--- config.mk ---
export PLATFORM = sky130hd
export DESIGN_NAME = reduction_input_queue
export DESIGN_NICKNAME = d
export VERILOG_FILES = /design/src/rtl/reduction_input_queue.sv
export SDC_FILE = /design/constraint.sdc
export NUM_CORES = 2
export LEC_CHECK = 0
export BUFFER_PORTS_ARGS = -buffer_cell sky130_fd_sc_hd__buf_2
export CELL_PAD_IN_SITES_DETAIL_PLACEMENT = 0
export CELL_PAD_IN_SITES_GLOBAL_PLACEMENT = 1
export CORE_ASPECT_RATIO = 1.2
export CORE_MARGIN = 5
export CORE_UTILIZATION = 51
export CTS_BUF_LIST = sky130_fd_sc_hd__clkbuf_8
export CTS_CLUSTER_SIZE = 12
export DETAILED_ROUTE_END_ITERATION = 8
export HOLD_SLACK_MARGIN = 0.02
export PLACE_DENSITY_LB_ADDON = 0.1
export SETUP_SLACK_MARGIN = 0.15
export SLEW_MARGIN = 20
export SYNTH_ARGS = -nofsm -noshare
export SYNTH_HDL_FRONTEND = slang
export SYNTH_SLANG_ARGS = --single-unit
--- constraint.sdc ---
create_clock -name clk -period 2.7 [get_ports clk]
set_input_delay 0.27 -clock clk [delete_from_list [all_inputs] [get_ports clk]]
set_output_delay 0.27 -clock clk [all_outputs]
set_load 0.005 [all_outputs]
--- src/rtl/reduction_input_queue.sv ---
// Per-port circular input queues feeding the reduction tree, with ready, sticky overflow and occupancy.
// Optional same-cycle bypass of an empty queue when REDUCTION_Q_BYPASS_EN is defined.
module reduction_input_queue #(
    parameter int FAN_IN       = 6,
    parameter int FLIT_SIZE    = 82,
    parameter int input_Q_size = 5
) (
    input  logic                        clk,
    input  logic                        rst,
    input  logic [FLIT_SIZE*FAN_IN-1:0] flit_in,
    input  logic [FAN_IN-1:0]           flit_in_valid,
    output logic [FAN_IN-1:0]           flit_in_ready,
    output logic [FLIT_SIZE*FAN_IN-1:0] out,
    output logic [FAN_IN-1:0]           out_valid,
    input  logic [FAN_IN-1:0]           tree_avail,
    output logic [FAN_IN-1:0]           overflow,
    output logic [FAN_IN*3-1:0]         occupancy
);

    localparam int PTR_W = (input_Q_size > 1) ? $clog2(input_Q_size) : 1;
    localparam int CNT_W = $clog2(input_Q_size + 1);

    function automatic logic [PTR_W-1:0] f_next_ptr(input logic [PTR_W-1:0] ptr);
        return (ptr == PTR_W'(input_Q_size - 1)) ? '0 : ptr + PTR_W'(1);
    endfunction

    // Occupancy is a 3-bit display; deeper queues saturate at 7.
    function automatic logic [2:0] f_sat_occ(input logic [31:0] cnt);
        return (cnt > 32'd7) ? 3'd7 : cnt[2:0];
    endfunction

    for (genvar p = 0; p < FAN_IN; p++) begin : g_q
        logic [FLIT_SIZE-1:0] r_mem [input_Q_size];
        logic [PTR_W-1:0]     r_rd;
        logic [PTR_W-1:0]     r_wr;
        logic [CNT_W-1:0]     r_cnt;
        logic                 r_ovf;
        logic                 w_empty;
        logic                 w_ready;
        logic                 w_push;
        logic                 w_pop;
        logic [FLIT_SIZE-1:0] w_din;

        assign w_din   = flit_in[p*FLIT_SIZE +: FLIT_SIZE];
        assign w_empty = (r_cnt == '0);
        // Ready comes from the registered count only, so a full queue never passes through.
        assign w_ready = (r_cnt < CNT_W'(input_Q_size));
        assign w_pop   = !w_empty && tree_avail[p];

`ifdef REDUCTION_Q_BYPASS_EN
        logic w_byp;
        assign w_byp   = w_empty && flit_in_valid[p];
        // A bypassed flit taken by the tree in the same cycle is never stored.
        assign w_push  = flit_in_valid[p] && w_ready && !(w_byp && tree_avail[p]);
        assign out_valid[p] = !w_empty || flit_in_valid[p];
        assign out[p*FLIT_SIZE +: FLIT_SIZE] = w_empty ? w_din : r_mem[r_rd];
`else
        assign w_push  = flit_in_valid[p] && w_ready;
        assign out_valid[p] = !w_empty;
        assign out[p*FLIT_SIZE +: FLIT_SIZE] = r_mem[r_rd];
`endif

        assign flit_in_ready[p]   = w_ready;
        assign overflow[p]        = r_ovf;
        assign occupancy[p*3 +: 3] = f_sat_occ(32'(r_cnt));

        always_ff @(posedge clk or negedge rst) begin
            if (!rst) begin
                for (int i = 0; i < input_Q_size; i++) begin
                    r_mem[i] <= '0;
                end
                r_rd  <= '0;
                r_wr  <= '0;
                r_cnt <= '0;
                r_ovf <= 1'b0;
            end else begin
                if (w_push) begin
                    r_mem[r_wr] <= w_din;
                    r_wr        <= f_next_ptr(r_wr);
                end
                if (w_pop) begin
                    r_rd <= f_next_ptr(r_rd);
                end
                if (w_push && !w_pop) begin
                    r_cnt <= r_cnt + CNT_W'(1);
                end else if (w_pop && !w_push) begin
                    r_cnt <= r_cnt - CNT_W'(1);
                end
                if (flit_in_valid[p] && !w_ready) begin
                    r_ovf <= 1'b1;
                end
            end
        end
    end

endmodule

==> results.md <==
- The flow ran to the end, but the final reports show violations.
- The checks that failed: setup timing.
- The vertical die dimension is 527 um.
- The highest fanout seen on the critical path is 8.
- The DRC violations left is 0.
- The die footprint is 233000 um^2.
- The max-cap violation count is 0.
- The average cell area after synthesis is 14.6 um^2.
- Setup repair after global routing could not meet its margin everywhere.
- Summing all non-filler instances in the final layout gives an area of 147000 um^2.
- In this run, the combinational gates consume 47.5% of the power.
- Of the total power, the clock network draws 17.8%.
- The routed layout has 75900 vias.
- The main flop type after synthesis is dfrtp_1.
- Counting every net in the synthesized netlist gives 8335.
- The tree is rooted in a clkbuf_8.
- The clock reaches the later pin of the worst-skew pair after 1040 ps.
- Counting flops with an async set or reset pin after synthesis yields a share of 100%.
- 1034 I/O pins were placed.
- Counting instances in the post-synthesis netlist gives the leading cell types as 2727 x mux2_2, 2520 x dfrtp_1, 510 x nor2_1, 488 x mux2i_1, 486 x a221o_1.
- Clock-pin slew was measured on the worst setup and hold paths at 60 ps.
- The number of distinct library cells after synthesis is 38.
- The instance area at placement is 124000 um^2.
- The actual transition at the worst max-transition pin is 995 ps.
- The first routing iteration left 3946 violations.
- In the post-synthesis netlist, the cell with the most instances is mux2_2.
- The cell-internal power is 127 mW.
- The overall overflow remaining after global route is 0.
- Clock tree synthesis found a total of 2520 sinks.
- The number of placed instances, taps included, is 11500.
- The placeable core region is 223000 um^2.
- Dividing the detail-routed via count by the number of cells gives 5.70.
- The total clock buffers created by CTS is 416.
- The data required time at the worst endpoint is 2430 ps.
- At the end of routability-driven placement, the weighted congestion stood at 0.833.
- The buffer and inverter count on the worst path is 6.
- The final instance count without filler cells is 13300.
- The via count of the first global-routing pass is 81100.
- The cell occurring most often along the worst timing path is buf_12.
- Summed over all cells, the static leakage comes to 68.2 nW.
- The count of synthesis-stage warnings from yosys is 0.
- The number of fillers in the final layout is 16500.
- The number of buffers inserted by port buffering is 1033.
- The average wire per standard cell is 25.9 um.
- The global-route wire length before repair is 511 mm.
- The kind of cell adding the most delay to the critical path is buffers and inverters.
- The normalized max-slew margin is 33.7%.
- Net switching is 34.0% of the power.
- The count of mapped cells out of synthesis is 7793.
- For this run, the total global-route usage over all layers was measured as 28.4%.
- The count of flip-flops with a built-in enable after synthesis is 0.
- The data arrival time of the worst path is 2820 ps.
- Of the available clock period, the critical path in the final layout requires 115%.
- The growth of design area from synthesis to finish is 29.0%.
- Summed over its instances, the top area cell type makes up 55.5% of the synthesized netlist area.
- The CTS H-tree depth is 5.
- The critical path is of the reg2out type.
- For this run, the slowest stage of the critical path takes 520 ps.
- The setup skew after layout is 57.5 ps.
- The number of hold violations in the final report came to 0.
- The critical path launch point type is a register.
- The combined area of all synthesized cells is 114000 um^2.
- For this configuration, the core starts out at a cell density of 51.1%.
- The shortest clock period the worst path allows after layout is 3090 ps.
- Setup violations remaining at the end of the flow were counted as 492.
- The initial antenna violation count is 107.
- The longest clock path from root to sink contains 4 buffers.
- VDD sags by at most 0.000767 V.
- TritonCTS built the clock tree.
- For this design the ratio of total power to cell area is 1310 nW/um^2.
- The first detailed-routing pass ran for 6 iterations.
- For this run, the register share of the synthesized area comes to 55.5%.
- The post-route netlist has 50.9% of its cells at a drive strength greater than 1.
- Timing analysis after detailed placement gives a worst setup slack of 371 ps.
- The maximum frequency from static timing analysis is 323 MHz.
- The worst setup margin is -395 ps.
- The initialized floorplan defines 190 standard-cell rows.
- Among all stages on the critical path, the largest delay is contributed by dfrtp_4.
- The pin count of the biggest net entering global routing is 87.
- The total of flip-flops plus latches after synthesis is 2520.
- After detailed routing, the total wire length is 345 mm.
- For the final routed database, the setup TNS stands at -117370 ps.
- The worst hold-check slack is 126 ps.
- The final net count is 10500.
- In this run the horizontal extent of the chip is 441 um.
- The proportion of power drawn by flip-flops and latches is 34.7%.
- The final max-slew violation count came to 0.
- The number of antenna-violating nets in the routed design is 0.
- The cell taking the most area after synthesis is dfrtp_1.
- Walking the worst path, the cells encountered are buf_12 > nor3b_4 > buf_6 > buf_12 > buf_12 > buf_16 > a221o_1 > buf_2.
- The analysis attributes to net switching a power of 65.5 mW.
- The sum of net half-perimeters after detailed placement is 203 mm.
- The worst hold-check path type is in2reg.
- The worst setup path is captured at an output pin.
- Ranked by total cell area, the synthesized netlist is headed by dfrtp_1 55%, mux2_2 27%, mux2i_1 4.3%, a221o_1 4.3%, mux2_4 3.2%.
-- worst min-delay path, stage by stage --
cell           delay [ps]
dlygate4sd3_1         540
buf_2                 150
mux2_2                140
-- cell usage in the layout, fill, tap and decap left out, types with 179 or more instances in the layout --
cell	count
mux2_2	2675
dfrtp_1	2504
buf_2	880
dlygate4sd3_1	703
clkbuf_8	546
nor2_1	504
a221o_1	485
mux2i_1	476
mux2_4	292
buf_12	187
inv_1	185
buf_4	180
buf_6	179
-- logic make-up (layout without fill, tap and decap cells) --
kind of cell,count (synthesis),in the layout,share of synthesized area [%]
DFF,2520,2520,55.5
buffers and inverters,601,3084,2.58
muxes,3461,3461,34.6
and+or+nand+nor,599,599,2.14
other,0,58,0
adders and majority gates,36,36,0.436
xor gates and xnor gates,18,18,0.139
AOI/OAI and AO/OA,558,558,4.66
-- layer usage --
layer / GRT usage, % / wire (um) / vias to the layer above
met2: 45.2 / 163000 / 2086
li1: - / - / 33200
met5: 0 / 393 / -
met3: 7.50 / 25600 / 652
met4: 11.6 / 14700 / 60
met1: 37.0 / 141000 / 40000
-- power groups by stage --
| stage | Clock [mW] | Combinational (mW) | Sequential [mW] |
|---|---|---|---|
| 6_report | 34.2 | 91.5 | 66.8 |
| 5_1_grt | 36.8 | 97.0 | 69.0 |
| 4_1_cts | 35.1 | 85.9 | 66.5 |
| 3_5_place_dp | 0 | 76.2 | 67.4 |
| 3_3_place_gp | 0 | 74.7 | 66.1 |
| 2_1_floorplan | 0 | 51.1 | 63.8 |
-- registers in the layout, indices dropped and copies added, names as in the netlist --
signal / count
g_q.r_ovf: 6
g_q.r_wr: 18
g_q.r_rd: 18
g_q.r_cnt: 18
g_q.r_mem: 2460
-- final timing paths --
check / from / to / slack, ps / cells past startpoint
min: flit_in[368] / g_q[4].r_mem[122] / 130 / 3
min in group asynchronous: rst / g_q[2].r_mem[395] / 250 / 3
max reg2reg: g_q[0].r_cnt[0] / g_q[0].r_mem[9] / 150 / 6
min reg2reg: g_q[0].r_ovf / g_q[0].r_ovf / 460 / 1
max: g_q[0].r_rd[0] / out[5] / -390 / 8
max in group asynchronous: rst / g_q[1].r_rd[0] / 1700 / 4
-- cell type report --
type,count,area [um^2],area share [%]
diodes,58,145,0.0989
clock buffers,546,7510,5.12
clock inverters,194,1030,0.704
inverters,48,180,0.123
multi-input cells,4672,48200,32.9
flip-flops and latches,2520,63100,43.0
well taps,2976,3720,2.54
repair buffers,2296,22800,15.5
-- what timing repair did --
action,CTS,global route
cloned,81,57
resized for setup,308,339
hold buffers,704,0
hold endpoints to repair,3880,0
buffers inserted,99,59
setup endpoints to repair,492,494
pin swaps,120,190
-- stage by stage --
stage	utilization, %	total power [mW]
global route	65.9	203
detailed placement	55.7	144
floorplan	-	115
global placement	55.7	141
finish	65.9	193
CTS	64.6	187
(Power assumes the default switching activity.)
